===== config.mk =====
export PLATFORM = sky130hd
export DESIGN_NAME = jtag_tap_ctrl
export DESIGN_NICKNAME = d
export VERILOG_FILES = /design/src/rtl/jtag_pkg.sv /design/src/rtl/jtag_tap_fsm.sv /design/src/rtl/jtag_tap_ctrl.sv
export SDC_FILE = /design/constraint.sdc
export NUM_CORES = 1
export LEC_CHECK = 0
export BUFFER_PORTS_ARGS = -buffer_cell sky130_fd_sc_hd__clkbuf_2
export CORE_ASPECT_RATIO = 0.9
export CORE_UTILIZATION = 40
export DETAILED_ROUTE_END_ITERATION = 6
export PLACE_DENSITY = 0.59
export SLEW_MARGIN = 15
export SYNTH_ARGS = -nofsm -noshare
export SYNTH_HDL_FRONTEND = slang
export SYNTH_SLANG_ARGS = --single-unit

===== constraint.sdc =====
create_clock -name i_clk -period 5.15 [get_ports i_clk]
set_input_delay 0.2575 -clock i_clk [delete_from_list [all_inputs] [get_ports i_clk]]
set_output_delay 0.2575 -clock i_clk [all_outputs]
set_load 0.02 [all_outputs]

===== src/rtl/jtag_pkg.sv =====
// jtag_pkg: shared definitions for the system-clock-domain TAP controller.
//   tapState_t      : 16 TAP states, 4-bit encodings, TLR = 0
//   IDCODE_OPCODE   : instruction value selecting IDCODE (when enabled)
//   IR_CAPTURE_LSBS : low bits loaded into the IR shift register at Capture-IR
//   tapNext()       : TMS-driven next-state function
package jtag_pkg;

  typedef enum logic [3:0] {
    TLR     = 4'd0,
    RTI     = 4'd1,
    SelDR   = 4'd2,
    CapDR   = 4'd3,
    ShDR    = 4'd4,
    Ex1DR   = 4'd5,
    PauseDR = 4'd6,
    Ex2DR   = 4'd7,
    UpdDR   = 4'd8,
    SelIR   = 4'd9,
    CapIR   = 4'd10,
    ShIR    = 4'd11,
    Ex1IR   = 4'd12,
    PauseIR = 4'd13,
    Ex2IR   = 4'd14,
    UpdIR   = 4'd15
  } tapState_t;

  localparam int unsigned IDCODE_OPCODE   = 1;
  localparam logic [1:0]  IR_CAPTURE_LSBS = 2'b01;

  function automatic tapState_t tapNext(input tapState_t s, input logic tms);
    tapState_t n;
    n = TLR;
    case (s)
      TLR:     n = tms ? TLR   : RTI;
      RTI:     n = tms ? SelDR : RTI;
      SelDR:   n = tms ? SelIR : CapDR;
      CapDR:   n = tms ? Ex1DR : ShDR;
      ShDR:    n = tms ? Ex1DR : ShDR;
      Ex1DR:   n = tms ? UpdDR : PauseDR;
      PauseDR: n = tms ? Ex2DR : PauseDR;
      Ex2DR:   n = tms ? UpdDR : ShDR;
      UpdDR:   n = tms ? SelDR : RTI;
      SelIR:   n = tms ? TLR   : CapIR;
      CapIR:   n = tms ? Ex1IR : ShIR;
      ShIR:    n = tms ? Ex1IR : ShIR;
      Ex1IR:   n = tms ? UpdIR : PauseIR;
      PauseIR: n = tms ? Ex2IR : PauseIR;
      Ex2IR:   n = tms ? UpdIR : ShIR;
      UpdIR:   n = tms ? SelDR : RTI;
      default: n = TLR;
    endcase
    return n;
  endfunction

endpackage


===== src/rtl/jtag_tap_fsm.sv =====
// jtag_tap_fsm: TAP state register and next-state logic.
//   clk, rst  : system clock, synchronous active-high reset (-> TLR)
//   tms       : synchronized TMS
//   rise      : one-cycle TCK rising-edge strobe; state advances only then
//   state     : current TAP state
//   nextState : state that will be loaded at the next clk edge
module jtag_tap_fsm
  import jtag_pkg::*;
(
  input  logic      clk,
  input  logic      rst,
  input  logic      tms,
  input  logic      rise,
  output tapState_t state,
  output tapState_t nextState
);

  always_comb begin
    nextState = rise ? tapNext(state, tms) : state;
  end

  always_ff @(posedge clk) begin
    if (rst) state <= TLR;
    else     state <= nextState;
  end

endmodule


===== src/rtl/jtag_tap_ctrl.sv =====
// jtag_tap_ctrl: JTAG-style TAP controller running in the system clock domain.
// Raw TCK/TMS/TDI are synchronized (SYNC_STAGES flops each), TCK is
// edge-detected, and all TAP actions happen on the resulting strobes.
//   i_clk, i_rst       : system clock, synchronous active-high reset
//   i_tck/i_tms/i_tdi  : raw asynchronous JTAG pins
//   o_tdo              : serial out, updated on TCK fall in Shift-DR/IR
//   o_ir               : current instruction
//   i_drIn / o_drOut   : general DR capture value / value latched at Update-DR
//   o_drCapture        : pulse, general DR captured
//   o_drUpdate         : pulse, o_drOut newly valid
//   o_tapState         : current TAP state encoding
// Build option: define JTAG_IDCODE_EN to add the 32-bit IDCODE register
// (opcode 1, default instruction). Otherwise opcode 1 is a general-DR opcode
// and the default instruction is BYPASS.
module jtag_tap_ctrl
  import jtag_pkg::*;
#(
  parameter int unsigned IR_W        = 4,
  parameter int unsigned DR_W        = 16,
  parameter int unsigned SYNC_STAGES = 2,
  parameter logic [31:0] IDCODE_VAL  = 32'h0000_5C11
) (
  input  logic            i_clk,
  input  logic            i_rst,
  input  logic            i_tck,
  input  logic            i_tms,
  input  logic            i_tdi,
  output logic            o_tdo,
  output logic [IR_W-1:0] o_ir,
  input  logic [DR_W-1:0] i_drIn,
  output logic [DR_W-1:0] o_drOut,
  output logic            o_drCapture,
  output logic            o_drUpdate,
  output logic [3:0]      o_tapState
);

  // IEEE 1149.1 requires IDCODE bit 0 to be 1
  if (IR_W < 2 || DR_W < 2 || SYNC_STAGES < 2 || IDCODE_VAL[0] != 1'b1) begin : gParamCheck
    $error("jtag_tap_ctrl: illegal parameter value");
  end

  localparam logic [IR_W-1:0] BYPASS_OP  = '1;
  localparam logic [IR_W-1:0] IDCODE_OP  = IR_W'(IDCODE_OPCODE);
  localparam logic [IR_W-1:0] IR_CAPTURE = IR_W'(IR_CAPTURE_LSBS);
`ifdef JTAG_IDCODE_EN
  localparam logic [IR_W-1:0] IR_DEFAULT = IDCODE_OP;
`else
  localparam logic [IR_W-1:0] IR_DEFAULT = BYPASS_OP;
`endif

  // ---------------- pin synchronizers + TCK edge detect ----------------
  logic [SYNC_STAGES-1:0] tckSync, tmsSync, tdiSync;
  logic tckPrev, tck, tms, tdi, rise, fall;

  always_ff @(posedge i_clk) begin
    if (i_rst) begin
      tckSync <= '0;
      tmsSync <= '0;
      tdiSync <= '0;
      tckPrev <= 1'b0;
    end else begin
      tckSync <= {tckSync[SYNC_STAGES-2:0], i_tck};
      tmsSync <= {tmsSync[SYNC_STAGES-2:0], i_tms};
      tdiSync <= {tdiSync[SYNC_STAGES-2:0], i_tdi};
      tckPrev <= tckSync[SYNC_STAGES-1];
    end
  end

  always_comb begin
    tck  = tckSync[SYNC_STAGES-1];
    tms  = tmsSync[SYNC_STAGES-1];
    tdi  = tdiSync[SYNC_STAGES-1];
    rise = tck & ~tckPrev;
    fall = ~tck & tckPrev;
  end

  // ---------------- state machine ----------------
  tapState_t state, nextState;

  jtag_tap_fsm uFsm (
    .clk       (i_clk),
    .rst       (i_rst),
    .tms       (tms),
    .rise      (rise),
    .state     (state),
    .nextState (nextState)
  );

  assign o_tapState = state;

  // ---------------- data register selection ----------------
  logic            bypassReg;
  logic [DR_W-1:0] drShift;
  logic [IR_W-1:0] irShift;
  logic            selBypass, selIdcode, selGeneral, drLsb;
`ifdef JTAG_IDCODE_EN
  logic [31:0]     idShift;
`endif

  always_comb begin
    selBypass = (o_ir == BYPASS_OP);
`ifdef JTAG_IDCODE_EN
    selIdcode = (o_ir == IDCODE_OP);
`else
    selIdcode = 1'b0;
`endif
    selGeneral = ~selBypass & ~selIdcode;
    drLsb      = drShift[0];
    if (selBypass) drLsb = bypassReg;
`ifdef JTAG_IDCODE_EN
    else if (selIdcode) drLsb = idShift[0];
`endif
  end

  // ---------------- registers acting on TCK strobes ----------------
  always_ff @(posedge i_clk) begin
    if (i_rst) begin
      bypassReg   <= 1'b0;
      drShift     <= '0;
      irShift     <= '0;
      o_ir        <= IR_DEFAULT;
      o_drOut     <= '0;
      o_tdo       <= 1'b0;
      o_drCapture <= 1'b0;
      o_drUpdate  <= 1'b0;
`ifdef JTAG_IDCODE_EN
      idShift     <= '0;
`endif
    end else begin
      o_drCapture <= 1'b0;
      o_drUpdate  <= 1'b0;

      if (rise) begin
        // actions keyed on the state being left
        case (state)
          CapDR: begin
            if (selBypass) bypassReg <= 1'b0;
            if (selGeneral) begin
              drShift     <= i_drIn;
              o_drCapture <= 1'b1;
            end
`ifdef JTAG_IDCODE_EN
            if (selIdcode) idShift <= IDCODE_VAL;
`endif
          end
          ShDR: begin
            if (selBypass)  bypassReg <= tdi;
            if (selGeneral) drShift   <= {tdi, drShift[DR_W-1:1]};
`ifdef JTAG_IDCODE_EN
            if (selIdcode)  idShift   <= {tdi, idShift[31:1]};
`endif
          end
          CapIR:   irShift <= IR_CAPTURE;
          ShIR:    irShift <= {tdi, irShift[IR_W-1:1]};
          default: ;
        endcase

        // actions keyed on the state being entered
        case (nextState)
          TLR:   o_ir <= IR_DEFAULT;
          UpdIR: o_ir <= irShift;
          UpdDR: begin
            if (selGeneral) begin
              o_drOut    <= drShift;
              o_drUpdate <= 1'b1;
            end
          end
          default: ;
        endcase
      end

      if (fall) begin
        if (state == ShDR)      o_tdo <= drLsb;
        else if (state == ShIR) o_tdo <= irShift[0];
      end
    end
  end

endmodule


==> results of run 1 <==
per-stage QoR:
step / std cells / area (µm²) / hold WS, ns / power (mW) / worst slack [ns]
after floorplan: 276 / 2480 / 0.386 / 0.463 / 3.12
after global placement: 375 / 2720 / 0.417 / 0.475 / 2.61
after detailed placement: 375 / 2720 / 0.426 / 0.475 / 2.56
after CTS: 383 / 2840 / 0.153 / 0.769 / 2.55
after global routing: 383 / 2840 / 0.167 / 0.791 / 2.35
final: 383 / 2840 / 0.159 / 0.761 / 2.55
worst register-to-register path, cell delays in order (launching register included):
cell and delay, ns:
sky130_fd_sc_hd__dfxtp_1 0.68, sky130_fd_sc_hd__or4b_1 0.83, sky130_fd_sc_hd__a211oi_4 0.30, sky130_fd_sc_hd__buf_4 0.38, sky130_fd_sc_hd__nor2_1 0.11, sky130_fd_sc_hd__a311oi_2 0.24
layer usage:
metal,global-route usage (%),vias to the layer above,share of wire [%]
met4,4.07,0,0.76
li1,-,1032,-
met2,23.1,48,41
met1,24.4,917,54
met5,0,-,0
met3,3.58,5,3.9
power by group through the flow:
stage	Combinational, mW	Clock, mW	Sequential, mW
2_1_floorplan	0.0233	0	0.439
6_report	0.0328	0.296	0.432
3_5_place_dp	0.0329	0	0.442
4_1_cts	0.0330	0.304	0.432
5_1_grt	0.0367	0.321	0.433
3_3_place_gp	0.0334	0	0.442
final timing paths:
path / start / end / slack (ns) / depth (start not counted)
worst min-delay path: i_tms / tmsSync[0] / 0.16 / 2
worst max-delay path: uFsm.state[2] / drShift[12] / 2.55 / 5
worst min register to register: tdiSync[0] / tdiSync[1] / 0.44 / 1
worst max register to register: uFsm.state[2] / drShift[12] / 2.55 / 5
layout by cell type (no fill, tap or decap), drive strengths merged, types with 2 or more instances in the layout:
cell type and instances:
a211o 2, and3 2, a211oi 6, o21ai 6
inv 2, o21bai 4, nor3 2, nand3 5
dfxtp 55, clkbuf 53, a311oi 16, mux2i 18
nor2 45, buf 4, nand2 42, a21oi 13
nor2b 12, nor4 3, or3 2, nand2b 6
registers in the layout (all words and copies together), names as in the netlist:
signal	flops
drShift	16
o_drOut	16
irShift	4
o_ir	4
uFsm.state	4
tckSync	2
tdiSync	2
tmsSync	2
bypassReg	1
o_drCapture	1
o_drUpdate	1
o_tdo	1
tckPrev	1
logic make-up (layout without fill, tap and decap cells):
| family | count (synthesis) | count (layout) |
|---|---|---|
| AND/OR/NAND/NOR | 125 | 125 |
| flip-flops | 55 | 55 |
| AO/OA/AOI/OAI | 53 | 53 |
| buffers and inverters | 24 | 61 |
| multiplexers | 18 | 18 |
| XOR/XNOR | 1 | 1 |
cell type report:
| class | count | area [µm²] | area share [%] |
|---|---|---|---|
| Multi-Input combinational cell | 197 | 1260 | 44.4 |
| Sequential cell | 55 | 1100 | 38.8 |
| Timing Repair Buffer | 51 | 265 | 9.34 |
| Tap cell | 70 | 87.6 | 3.09 |
| Clock buffer | 6 | 82.6 | 2.91 |
| Clock inverter | 2 | 35.0 | 1.23 |
| Inverter | 2 | 7.51 | 0.264 |
==> Implementation_results.wiki, run 1 <==
{| class="wikitable"
! Metric !! Value
|-
| Width of the die || 84.9 µm
|-
| Number of design rule violations left after detail routing || 3
|-
| TritonCTS clock tree || done
|-
| Most used standard cell by instance count after synthesis || sky130_fd_sc_hd__dfxtp_1
|-
| Final critical-path required period || 2.60 ns
|-
| Height of the die || 76.6 µm
|-
| TritonCTS buffer count || 5
|-
| Post-Syn Area || ~2500 µm²
|-
| Top cell types by occurrence after synthesis || 55 x sky130_fd_sc_hd__dfxtp_1, 45 x sky130_fd_sc_hd__nor2_1, 42 x sky130_fd_sc_hd__nand2_1, 18 x sky130_fd_sc_hd__mux2i_1, 14 x sky130_fd_sc_hd__a311oi_2
|-
| Die Area || around 6500 µm²
|-
| Core ar. || slightly below 6000 µm²
|-
| Cell variety after synth || 39
|-
| Maximum achievable frequency || 385 MHz
|-
| Register clock-pin slew on the reported worst setup and hold paths || 0.10 ns
|-
| Routed Wire Length || ~5000 µm
|-
| Synthesized flop and latch total || 55
|-
| Depth of the CTS H-tree || 2
|-
| Effective utilization at floorplan || 42.5%
|-
| Setup TNS || 0 ns
|-
| Data arrival time of the critical path || approximately 2.8 ns
|-
| Post-Synth Simple-Gate Area || 23.7%
|-
| Antenna violations before repair || 0
|-
| Number of enable flip-flop cells after synthesis || 0
|-
| Root Driver || sky130_fd_sc_hd__clkbuf_8
|-
| Clock latency on the worst-skew pair || 0.30 ns
|-
| Worst path required time || between 5 and 6 ns
|-
| Share of cells above drive strength 1 || 24.3%
|-
| Cell-internal power || between 0.5 and 0.6 mW
|-
| Critical-path cell list || or4b_1, a211oi_4, buf_4, nor2_1, a311oi_2
|-
| Sw frac || between 20% and 30%
|-
| Proportion of power drawn by the clock network || around 39%
|-
| Post-synthesis cell type with the largest combined area || sky130_fd_sc_hd__dfxtp_1
|-
| Final critical-path share of the clock period || between 50% and 60%
|-
| Parity-gate share of the synthesized area counting xor and xnor cells || 0.354%
|-
| Library cell contributing the largest single delay on the critical path || sky130_fd_sc_hd__or4b_1
|-
| Number of design-rule violations left by the first detailed-router iteration || between 70 and 80
|-
| Buf+Inv Stages, Crit Path || 1
|-
| Top cell type's share of synthesized area || 44.5%
|-
| GRT Resource Usage Total || between 10% and 20%
|-
| Number of nets in the final layout || around 330
|-
| Tightest Pin Transition || 0.678 ns
|-
| Async set-or-reset flop fraction in the synthesized netlist || 0%
|-
| CP Max Fanout || 32
|-
| # hold bufs at CTS || 0
|-
| Final setup violation count || 0
|-
| Cell count after synthesis || 276
|-
| Compound-gate portion of the synthesized area || approximately a fifth
|-
| Leakage power || ~1.1 nW
|-
| Max VDD drop || 0.000139 V
|-
| Total number of clock tree sinks || between 50 and 60
|-
| Nature of the critical path endpoint || flip-flop
|-
| Violations in the final reports || design-rule violations
|-
| Total half-perimeter wirelength after legalization and detailed placement || approximately 3300 µm
|-
| TritonRoute pass-1 iters || 7
|-
| Number of vias after detailed routing || 2002
|-
| Utilization of the core after routing || around half
|-
| Setup CP Type || flip-flop to flip-flop
|-
| Largest family of logic cells by synthesized area || simple AND/OR/NAND/NOR gates
|-
| Antenna diode count || 0
|-
| Post-cts resize count || 0
|-
| Max capacitance violation total || 0
|-
| Syn. warnings || 0
|-
| Maximum root-to-sink buffer count || 2
|-
| Share of synthesized area spent on multiplexers || 7.28%
|-
| Number of I/O port buffers || 47
|-
| Power Dens Cells || about 270 nW/µm²
|-
| Vias per cell || between 5 and 6
|-
| Net Count, Synth || around 300
|-
| Share of power burned in combinational logic || 4.3%
|-
| Class of the most critical hold timing path || primary input to flip-flop
|-
| Number of post-CTS setup repair buffers || 0
|-
| Global-route wire length before repair || approximately 8500 µm
|-
| Synth Flop Type || sky130_fd_sc_hd__dfxtp_1
|-
| Switching Power || roughly 0.16 mW
|-
| Adder-Cell Fraction of Synth Area || 0%
|-
| Total count of max-transition violations in the final report || 0
|-
| Share of synthesized area occupied by flip-flops and latches || roughly 44%
|-
| Result of the run || complete, but fails checks
|-
| Critical path's largest stage delay || approximately 0.83 ns
|-
| Fill count || between 500 and 600
|-
| Pin count of the biggest net entering global routing || 56
|-
| Number of hold violations in the final report || 0
|-
| Rows || 26
|-
| Number of global-route vias before repair || 1777
|-
| Part of the power in registers || 56.8%
|-
| Kind of start point of the critical path || flip-flop
|-
| Worst slew margin relative to its limit || 54.7%
|-
| Routed length per instance || approximately 13 µm
|-
| Post-route clock skew || about 0.005 ns
|-
| RSZ-0062 raised after global routing || no
|-
| Most area-consuming cells after synthesis || sky130_fd_sc_hd__dfxtp_1 44%, sky130_fd_sc_hd__a311oi_2 8.5%, sky130_fd_sc_hd__mux2i_1 7.3%
|-
| Number of ports placed on the die boundary || 48
|-
| Final RePlAce weighted congestion || about 0.74
|-
| Syn-to-layout area delta || 14.7%
|-
| Total gr overflow || 0
|-
| Antenna-violating nets left || 0
|-
| Mapped Avg Cell Area || around 9 µm²
|-
| Category of cells accounting for the largest share of critical-path delay || simple AND/OR/NAND/NOR gates
|}
(Power assumes the default switching activity.)
==> run 2: changes to the inputs <==
Settings changed: ABC_AREA from default to 1.
Clock period 5.15 ns to 2.7 ns, I/O delays scaled along.
==> run 2 against run 1 <==
Effect of this change: the flow still finishes with violations (design-rule violations); die area shrank 0.94%; combinational power grew to 2.6 times the previous value; setup slack lost 1.9 ns; cell count grew 19%; flip-flop and latch count is the same; sequential share of layout area grew 0.70 points; total power grew 79%; first-iteration DRC count grew 36%; utilization shrank 0.59 points; synthesized cell count grew 24%.
==> Implementation_results.wiki, run 2 <==
{| class="wikitable"
! Metric !! Value
|-
| Routed Wire Length || 5640 µm (+12%)
|-
| Final RePlAce weighted congestion || 0.810 (+9.6%)
|-
| Global-route wire length before repair || 9540 µm (+12%)
|-
| Setup CP Type || flip-flop to flip-flop
|-
| Largest registers in the final layout || drShift x16, o_drOut x16
|-
| Worst flop-to-flop path startpoint || uFsm.state[0]
|-
| Number of enable flip-flop cells after synthesis || 0 (unchanged)
|-
| TritonRoute pass-1 iters || 6 (-1)
|-
| Height of the die || 76.3 µm (-0.47%)
|-
| Result of the run || complete, but fails checks
|-
| Syn-to-layout area delta || 13.7%
|-
| Syn. warnings || 0 (unchanged)
|-
| First element of the critical path || uFsm.state[0]
|-
| Buf+Inv Stages, Crit Path || 2 (+1)
|-
| Number of global-route vias before repair || 2002 (+13%)
|-
| Total count of max-transition violations in the final report || 0 (unchanged)
|-
| Mapped Avg Cell Area || 7.15 µm² (-20%)
|-
| Core ar. || 5790 µm² (-0.56%)
|-
| Post-cts resize count || 0 (unchanged)
|-
| Root Driver || sky130_fd_sc_hd__clkbuf_8
|-
| Multi-input combinational cell area || 1140 µm² (-9.6%)
|-
| RSZ-0062 raised after global routing || no
|-
| Number of nets in the final layout || 405 (+22%)
|-
| Commonest non-fill, non-tap cells in the layout || 76 x sky130_fd_sc_hd__nand2_1, 56 x sky130_fd_sc_hd__nor2_1, 55 x sky130_fd_sc_hd__dfxtp_1
|-
| Nature of the critical path endpoint || flip-flop
|-
| Width of the die || 84.5 µm (-0.47%)
|-
| Routed length per instance || 12.4 µm (-5.4%)
|-
| Total number of clock tree sinks || 55 (unchanged)
|-
| Depth of the CTS H-tree || 2 (unchanged)
|-
| Clock latency on the worst-skew pair || 0.31 ns (about the same)
|-
| Synthesized flop and latch total || 55 (unchanged)
|-
| Library cell contributing the largest single delay on the critical path || sky130_fd_sc_hd__dfxtp_1
|-
| Number of hold violations in the final report || 0 (unchanged)
|-
| Async set-or-reset flop fraction in the synthesized netlist || 0% (unchanged)
|-
| Top cell type's share of synthesized area || 44.9% (+0.43 points)
|-
| Cell count after synthesis || 343 (+24%)
|-
| Total half-perimeter wirelength after legalization and detailed placement || 3920 µm (+18%)
|-
| Final setup violation count || 0 (unchanged)
|-
| Critical path's largest stage delay || 0.60 ns (-0.23 ns)
|-
| Number of design rule violations left after detail routing || 6 (+3)
|-
| Register clock-pin slew on the reported worst setup and hold paths || 0.10 ns (about the same)
|-
| Top cell types by occurrence after synthesis || 76 x sky130_fd_sc_hd__nand2_1, 56 x sky130_fd_sc_hd__nor2_1, 55 x sky130_fd_sc_hd__dfxtp_1, 31 x sky130_fd_sc_hd__o21ai_0, 26 x sky130_fd_sc_hd__inv_1
|-
| # hold bufs at CTS || 0 (unchanged)
|-
| CP Max Fanout || 18 (-44%)
|-
| Post-route clock skew || 0.00869 ns (+0.00371 ns)
|-
| Cell variety after synth || 28 (-28%)
|-
| Synth Flop Type || sky130_fd_sc_hd__dfxtp_1
|-
| Start point of the worst min-delay path || i_tck
|-
| Share of cells above drive strength 1 || 20.3% (-4.0 points)
|-
| Critical-path cell list || inv_1, nor2_1, nand3_1, nand2_1, nor2_1, nand2_1, nand2_1, nand2_4, nor2_4, nand2_4, inv_4, nor2_1, nor2_1
|-
| Share of synthesized area occupied by flip-flops and latches || 44.9% (+0.43 points)
|-
| Number of post-CTS setup repair buffers || 0 (unchanged)
|-
| Kind of start point of the critical path || flip-flop
|-
| Final critical-path share of the clock period || 77.5% (+27 points)
|-
| Worst path required time || 2.91 ns (-2.46 ns)
|-
| Most common cell after layout, fill and taps aside || sky130_fd_sc_hd__nand2_1
|-
| Number of vias after detailed routing || 2257 (+13%)
|-
| Min-Delay Path Depth || 3 (+1)
|-
| Data arrival time of the critical path || 2.30 ns (-0.52 ns)
|-
| Cell with the most instances on the worst path || sky130_fd_sc_hd__nor2_1
|-
| Number of I/O port buffers || 47 (unchanged)
|-
| Maximum achievable frequency || 478 MHz (+24%)
|-
| Pin count of the biggest net entering global routing || 39 (-30%)
|-
| Most area-consuming cells after synthesis || sky130_fd_sc_hd__dfxtp_1 45%, sky130_fd_sc_hd__nand2_1 12%, sky130_fd_sc_hd__nor2_1 8.6%
|-
| Storage cell area || 1100 µm² (unchanged)
|-
| Instance count on the critical path || 13 (+8)
|-
| Rows || 26 (unchanged)
|-
| TritonCTS buffer count || 5 (unchanged)
|-
| Number of design-rule violations left by the first detailed-router iteration || 102 (+36%)
|-
| Tightest Pin Transition || 0.964 ns (+0.285 ns)
|-
| Class of the most critical hold timing path || primary input to flip-flop
|-
| Dpl cell area || 2700 µm² (-0.64%)
|-
| Path depth of the worst reg2reg path || 13 (+8)
|-
| Antenna-violating nets left || 0 (unchanged)
|-
| Maximum root-to-sink buffer count || 2 (unchanged)
|-
| Post-synthesis cell type with the largest combined area || sky130_fd_sc_hd__dfxtp_1
|-
| Effective utilization at floorplan || 42.4% (-0.17 points)
|-
| Total gr overflow || 0 (unchanged)
|-
| Max VDD drop || 0.000266 V (+92%)
|-
| Number of ports placed on the die boundary || 48 (unchanged)
|-
| Setup TNS || 0 ns (unchanged)
|-
| GRT Resource Usage Total || 18.4% (+2.2 points)
|-
| Fill count || 617 (+6.2%)
|-
| Antenna violations before repair || 0 (unchanged)
|-
| Worst slew margin relative to its limit || 35.7% (-19 points)
|-
| Max capacitance violation total || 0 (unchanged)
|-
| Violations in the final reports || design-rule violations
|-
| Antenna diode count || 0 (unchanged)
|-
| Area of all placed cells without fillers || 2790 µm² (-1.8%)
|-
| Post-Syn Area || 2450 µm² (-0.96%)
|-
| Final critical-path required period || 2.09 ns (-0.506 ns)
|-
| Most used standard cell by instance count after synthesis || sky130_fd_sc_hd__nand2_1
|-
| Leakage power || 1.28 nW (+18%)
|-
| Net Count, Synth || 364 (+23%)
|-
| Category of cells accounting for the largest share of critical-path delay || simple AND/OR/NAND/NOR gates
|-
| Power Dens Cells || 488 nW/µm² (+82%)
|-
| Vias per cell || 4.96 (-5.1%)
|-
| TritonCTS clock tree || done
|-
| Die Area || 6450 µm² (-0.94%)
|}
## run 2: cell types whose count changed after synthesis, moves of 6 or more
cell                       change
sky130_fd_sc_hd__nand2b_1      -6
sky130_fd_sc_hd__nand2_1      +34
sky130_fd_sc_hd__inv_1        +24
sky130_fd_sc_hd__nor2b_1      -12
sky130_fd_sc_hd__o21ai_1       +6
sky130_fd_sc_hd__o21ai_0      +25
sky130_fd_sc_hd__nand2_2       +6
sky130_fd_sc_hd__clkbuf_1      -7
sky130_fd_sc_hd__a311oi_2     -14
sky130_fd_sc_hd__nand3_1      +12
sky130_fd_sc_hd__mux2i_1      -18
sky130_fd_sc_hd__a31oi_1      +18
sky130_fd_sc_hd__nor2_1       +11
## run 2: metal layers
| metal | track usage, % | vias up | routed length [µm] |
|---|---|---|---|
| met5 | 0 | - | 0 |
| met4 | 5.08 | 0 | 55 |
| met3 | 3.79 | 7 | 286 |
| met2 | 27.3 | 57 | 2380 |
| met1 | 26.9 | 999 | 2920 |
| li1 | - | 1194 | - |
## run 2: cells by family after synthesis
| kind of cell | share of synthesized area, % |
|---|---|
| and+or+nand+nor | 30.7 |
| DFF | 44.9 |
| AOI/OAI and AO/OA | 15.8 |
| buffers and inverters | 8.67 |
## run 2: where the power goes
part	total, mW	internal [mW]	switching (mW)
combinational	0.0863	0.0316	0.0548
clock	0.448	0.182	0.266
sequential	0.827	0.819	0.00811
## run 2: area by class of cell
type                    count  share of cell area (%)
repair buffers             50                    9.24
clock inverters             2                   0.449
flip-flops and latches     55                    39.5
inverters                  31                    4.26
well taps                  70                    3.14
multi-input cells         241                    40.8
clock buffers               6                    2.60
## run 2: tightest hold or removal path, cell delays in order
cell                       delay (ns)
sky130_fd_sc_hd__clkbuf_2        0.08
sky130_fd_sc_hd__inv_1           0.04
sky130_fd_sc_hd__nor2_1          0.03
## run 2: worst paths after layout
path | to | slack, ns
min | tckSync[0] | 0.009
max reg2reg | o_drOut[5] | 0.61
min reg2reg | tdiSync[1] | 0.40
max | o_drOut[5] | 0.61
## run 2: stage by stage
stage | cells | worst slack, ns | hold slack [ns] | power [mW] | util, %
after floorplan | 343 | 0.891 | 0.242 | 0.903 | -
after global placement | 447 | 0.629 | 0.327 | 0.931 | 46.7
after detailed placement | 447 | 0.630 | 0.332 | 0.933 | 46.7
after CTS | 455 | 0.615 | 0.000745 | 1.37 | 48.2
after global routing | 455 | 0.290 | 0.0114 | 1.43 | 48.2
final | 455 | 0.606 | 0.00899 | 1.36 | 48.2
